**src/rtl/mult_share_arb.sv**
```systemverilog
`timescale 1ns/1ps
// Two-requester round-robin front end for one shared repeated-add multiplier,
// with a watchdog that abandons an operation whose ready never returns.
module mult_share_arb #(
   parameter int unsigned data_width = 8
) (
   input  logic                    clk,
   input  logic                    rst_b,
   input  logic [1:0]              req,
   input  logic [data_width-1:0]   A0,
   input  logic [data_width-1:0]   B0,
   input  logic [data_width-1:0]   A1,
   input  logic [data_width-1:0]   B1,
   output logic [1:0]              ack,
   output logic [1:0]              done,
   output logic [2*data_width-1:0] P,
   output logic                    err,
   output logic                    busy,
   output logic                    mult_start,
   output logic [data_width-1:0]   mult_A,
   output logic [data_width-1:0]   mult_B,
   input  logic                    mult_rdy,
   input  logic [2*data_width-1:0] mult_P
);

   localparam int unsigned cnt_w = data_width + 2;
   localparam logic [cnt_w-1:0] cnt_limit = (cnt_w'(1) << data_width) + cnt_w'(2);

   typedef enum logic [1:0] {
      S_idle   = 2'd0,
      S_launch = 2'd1,
      S_wait   = 2'd2,
      S_done   = 2'd3
   } state_t;

   state_t           state, state_nxt;
   logic             last, owner;
   logic             winner_c, launch_c;
   logic [cnt_w-1:0] cnt, cnt_nxt;

   // On a tie the requester that was not served last wins.
   assign winner_c = (req[0] & req[1]) ? ~last : req[1];
   // Launch is gated by rst_b so the combinational handshake stays quiet in reset.
   assign launch_c = rst_b & (state == S_idle) & mult_rdy & (|req);

   always_comb begin
      state_nxt  = state;
      cnt_nxt    = cnt;
      ack        = 2'b00;
      mult_start = 1'b0;
      mult_A     = '0;
      mult_B     = '0;
      case (state)
         S_idle: begin
            if (launch_c) begin
               state_nxt  = S_launch;
               mult_start = 1'b1;
               ack        = winner_c ? 2'b10 : 2'b01;
               mult_A     = winner_c ? A1 : A0;
               mult_B     = winner_c ? B1 : B0;
            end
         end
         S_launch: begin
            state_nxt = S_wait;
            cnt_nxt   = '0;
         end
         S_wait: begin
            // Timeout wins over a ready that shows up in the same cycle.
            if (cnt == cnt_limit) begin
               state_nxt = S_idle;
            end else if (mult_rdy) begin
               state_nxt = S_done;
            end else begin
               cnt_nxt = cnt + cnt_w'(1);
            end
         end
         S_done: begin
            state_nxt = S_idle;
         end
         default: begin
            state_nxt = S_idle;
         end
      endcase
   end

   always_ff @(posedge clk or negedge rst_b) begin
      if (!rst_b) begin
         state <= S_idle;
         cnt   <= '0;
         last  <= 1'b1;
         owner <= 1'b0;
         P     <= '0;
         done  <= 2'b00;
         err   <= 1'b0;
         busy  <= 1'b0;
      end else begin
         state <= state_nxt;
         cnt   <= cnt_nxt;
         busy  <= (state_nxt != S_idle);
         err   <= (state_nxt == S_wait) && (cnt_nxt == cnt_limit);
         done  <= (state_nxt == S_done) ? (owner ? 2'b10 : 2'b01) : 2'b00;
         if (launch_c) begin
            owner <= winner_c;
         end
         if ((state == S_wait) && (state_nxt == S_done)) begin
            P <= mult_P;
         end
         if (state == S_done) begin
            last <= owner;
         end
      end
   end

endmodule

```
**config.mk**
```make
export PLATFORM = sky130hd
export DESIGN_NAME = mult_share_arb
export DESIGN_NICKNAME = d
export VERILOG_FILES = /design/src/rtl/mult_share_arb.sv
export SDC_FILE = /design/constraint.sdc
export NUM_CORES = 1
export LEC_CHECK = 0
export ABC_AREA = 1
export BUFFER_PORTS_ARGS = -buffer_cell sky130_fd_sc_hd__buf_2
export CAP_MARGIN = 25
export CELL_PAD_IN_SITES_DETAIL_PLACEMENT = 1
export CELL_PAD_IN_SITES_GLOBAL_PLACEMENT = 1
export CORE_ASPECT_RATIO = 2
export CORE_MARGIN = 1.5
export CORE_UTILIZATION = 30
export DETAILED_ROUTE_END_ITERATION = 12
export GPL_ROUTABILITY_DRIVEN = 0
export PLACE_DENSITY = 0.85
export SLEW_MARGIN = 30
export SYNTH_ARGS = -nofsm -noshare
export SYNTH_HDL_FRONTEND = slang
export SYNTH_SLANG_ARGS = --single-unit
```
**constraint.sdc**
```tcl
create_clock -name clk -period 1.8 [get_ports clk]
set_clock_uncertainty 0.2 [all_clocks]
set_input_delay 0.09 -clock clk [delete_from_list [all_inputs] [get_ports clk]]
set_output_delay 0.09 -clock clk [all_outputs]
set_load 0.01 [all_outputs]
```
==> impl_results.md <==
* Status: finished, violations left
* Failing checks: setup timing
* Hold WS at roughly 0.13 ns
* IO Port Bufs at around 90
* CP delay by family, top: buffers and inverters
* Crit Reg-Reg Startpoint: state[1]
* Clock Path Buffers at 2
* Least-Margin Pin Slew at between 0.4 and 0.5 ns
* Net count after synthesis at approximately 300
* Final Hold Viols at 0
* RSZ-0062 raised after global routing: true
* Prevailing post-synth register cell: dfrtp_1
* First-pass GRT wire length at between 10 and 15 mm
* Avg WL per Cell at about 19 um
* Die area at 0.00746 sq mm
* Final min period at between 2 and 2.5 ns
* Worst min path class: input pin to register
* Post-synthesis mux area share at 0%
* Vias at roughly 2500
* H-tree depth at 2
* Post-synthesis xor/xnor area fraction at less than 1%
* GR Overflow Total at 0
* Drt total wl at between 9 and 10 mm
* Crit. End Element: register
* Worst skew pair latency at 0.29 ns
* Slack of the critical path at -0.313 ns
* Max Cap Viol at 0
* Post-synthesis simple-gate area fraction at 27.8%
* CP required at 1.78 ns
* Yosys reg bits at 34
* Register area at around 850 sq um
* Hold depth at 4
* Worst slew margin at between 60% and 70%
* Final setup viols at 40
* Inserted Clock Buffers at 5
* Final Net Count at 471
* Initial Util at between 30% and 40%
* TNS Setup at -10.16 ns
* Clock sinks at 34
* Syn Inst Count at approximately 240
* Layout Cells excl Fill at roughly 500
* Synthesis Warnings at 0
* Die Wd at 61.8 um
* Post-DP HPWL at roughly 5.2 mm
* CTS tree: done
* Synth cell types at 29
* Hold worst-path end: cnt[3]
* Row count at 42
* Worst reg2reg path depth at 13
* Drt first pass iters at 4
* CP peak stage delay at 0.39 ns
* Hold_sp: mult_rdy
* Static Leak at a little over 2 nW
* Crit path DAT at ~2.1 ns
* Number of synthesized flops with an enable pin at 0
* Area growth, synth to finish at 84.2%
* Final ANT Viol Nets at 0
* Critical Path Slowest Stage Cell: dfrtp_1
* DRC at 0
* Max Slew Vio Count at 0
* Max FO, Critical Path at 5
* Synth top area cells: dfrtp_1 40%, inv_1 7.6%, nand2_1 7.2%, a22o_1 6.7%, o21ai_2 6.7%
* Complex-gate fraction of the synthesized area at ~16%
* Sequential area share after synthesis at roughly 40%
* Top cell type by total area after synthesis: dfrtp_1
* Area of the multi-input gates at 0.00125 sq mm
* Total core area at 0.00667 sq mm
* RR Endpoint: P[9]
* Final core occ at a little under three fifths
* Clock root buffer: clkbuf_16
* GR Util All Layers at between 20% and 30%
* Antenna violations before repair at 1
* Max Clk Rate at approximately 470 MHz
* Die Y at ~120 um
* Top-count cell post-synth: inv_1
* Largest net degree at the start of global routing at 35
* Asr flop ratio synth at between 90% and 100%
* Clk pin slew, worst setup/hold paths at around 0.060 ns
* Synth top area share at between 30% and 40%
* CP Cell Sequence: inv_2 > ha_4 > nand3_4 > nor2_4 > buf_6 > inv_1 > nand3_2 > nand2_4 > nand3_4 > buf_12 > buf_12 > nand2_4 > o21ai_2
* Iter 0 DRT Violations at 100
* WP buf/inv at 5
* Critical path startpoint category: register
* Syn avg cell area at 8.51 sq um
* Largest family of logic cells by synthesized area: simple AND/OR/NAND/NOR gates
* Setup slack, reg-to-reg at -0.31 ns
* Overall Power at 4.63 mW
* Placed cells at between 400 and 500
* Setup CP Type: register to register
* Boundary Pins at 92
* Power per cell area at approximately 1200 mW/mm^2
* Peak supply drop at around 740 uV
* Vias per cell at 4.89
* Post-Synth Adder-Cell Area at under 10%
* Final Cycle Share at 117%
* Synth cell count leaders: 42 x inv_1, 40 x nand2_1, 33 x dfrtp_1
* Layout cells sized above 1 at about three fifths
* Synthesized area at 0.00208 sq mm
* Vias in the first global route at roughly 2700
* FILL cells at between 700 and 800
cell usage in the layout, fill, tap and decap left out, types with 9 or more instances in the layout:
master | synthesis | final
a22o_1 | 16 | 16
buf_2 | 2 | 88
buf_4 | 0 | 41
buf_6 | 3 | 13
dfrtp_1 | 33 | 33
dlygate4sd3_1 | 0 | 17
inv_1 | 42 | 35
inv_2 | 4 | 9
nand2_1 | 40 | 31
nand2_4 | 0 | 20
nand3_1 | 16 | 10
nor2_1 | 13 | 9
nor2_4 | 5 | 9
o21ai_2 | 16 | 16
worst max path at each step:
stage / from / end / slack, ns / cells after the start
3_5_place_dp: cnt[0] / P[9] / -0.19 / 13
5_1_grt: cnt[7] / err / -0.42 / 11
4_1_cts: state[1] / mult_A[5] / -0.20 / 10
2_1_floorplan: state[0] / P[0] / -0.06 / 12
3_3_place_gp: state[1] / err / -0.09 / 10
6_report: state[1] / P[9] / -0.31 / 13
cell families (layout without fill, tap and decap cells):
kind of cell    after synthesis  count (layout)
flops                        34              34
fa+ha+maj                     6               6
other cells                   0               1
simple gates                108             108
compound gates               40              40
buf+inv                      54             223
xor+xnor                      2               2
stage by stage:
| stage | setup WS [ns] | area (sq um) |
|---|---|---|
| after floorplan | -0.0609 | 2080 |
| after global placement | -0.0857 | 2930 |
| after detailed placement | -0.185 | 2930 |
| after CTS | -0.195 | 3630 |
| after global routing | -0.415 | 3820 |
| final | -0.313 | 3820 |
cell type report:
| type | instances | area share, % |
|---|---|---|
| diodes | 1 | 0.0654 |
| clock buffers | 7 | 3.73 |
| clock inverters | 1 | 0.785 |
| inverters | 48 | 5.07 |
| multi-input cells | 156 | 32.8 |
| flip-flops and latches | 34 | 22.3 |
| well taps | 88 | 2.88 |
| repair buffers | 167 | 32.4 |
metal layers:
metal / GRT usage, % / vias to the layer above / part of all wire [%]
met5: 0 / - / 0
met2: 44.9 / 102 / 57
met1: 24.2 / 1201 / 34
met3: 2.99 / 33 / 3.7
li1: - / 1118 / -
met4: 15.8 / 0 / 5.0
power by group:
group          switching, mW  internal, mW  total, mW
logic                   1.29          1.14       2.44
registers              0.191         0.952       1.14
clock network          0.356         0.692       1.05
total                   1.84          2.79       4.63
worst min-delay path, stage by stage:
cell     delay, ns
buf_2         0.17
nand2_1       0.08
nand4_1       0.11
nand2_1       0.11
repair_timing:
item,CTS,global route
cloned,3,0
setup endpoints to repair,37,46
setup buffers,13,11
pin swaps,4,21
resized for setup,44,41
endpoints found under the hold margin,49,0
hold buffers,17,0
sequential cells by signal (all words and copies together), names as in the netlist:
name,count
P,16
cnt,10
done,2
state,2
busy,1
err,1
last,1
owner,1
Note: power is estimated with default switching activity, not from simulation.
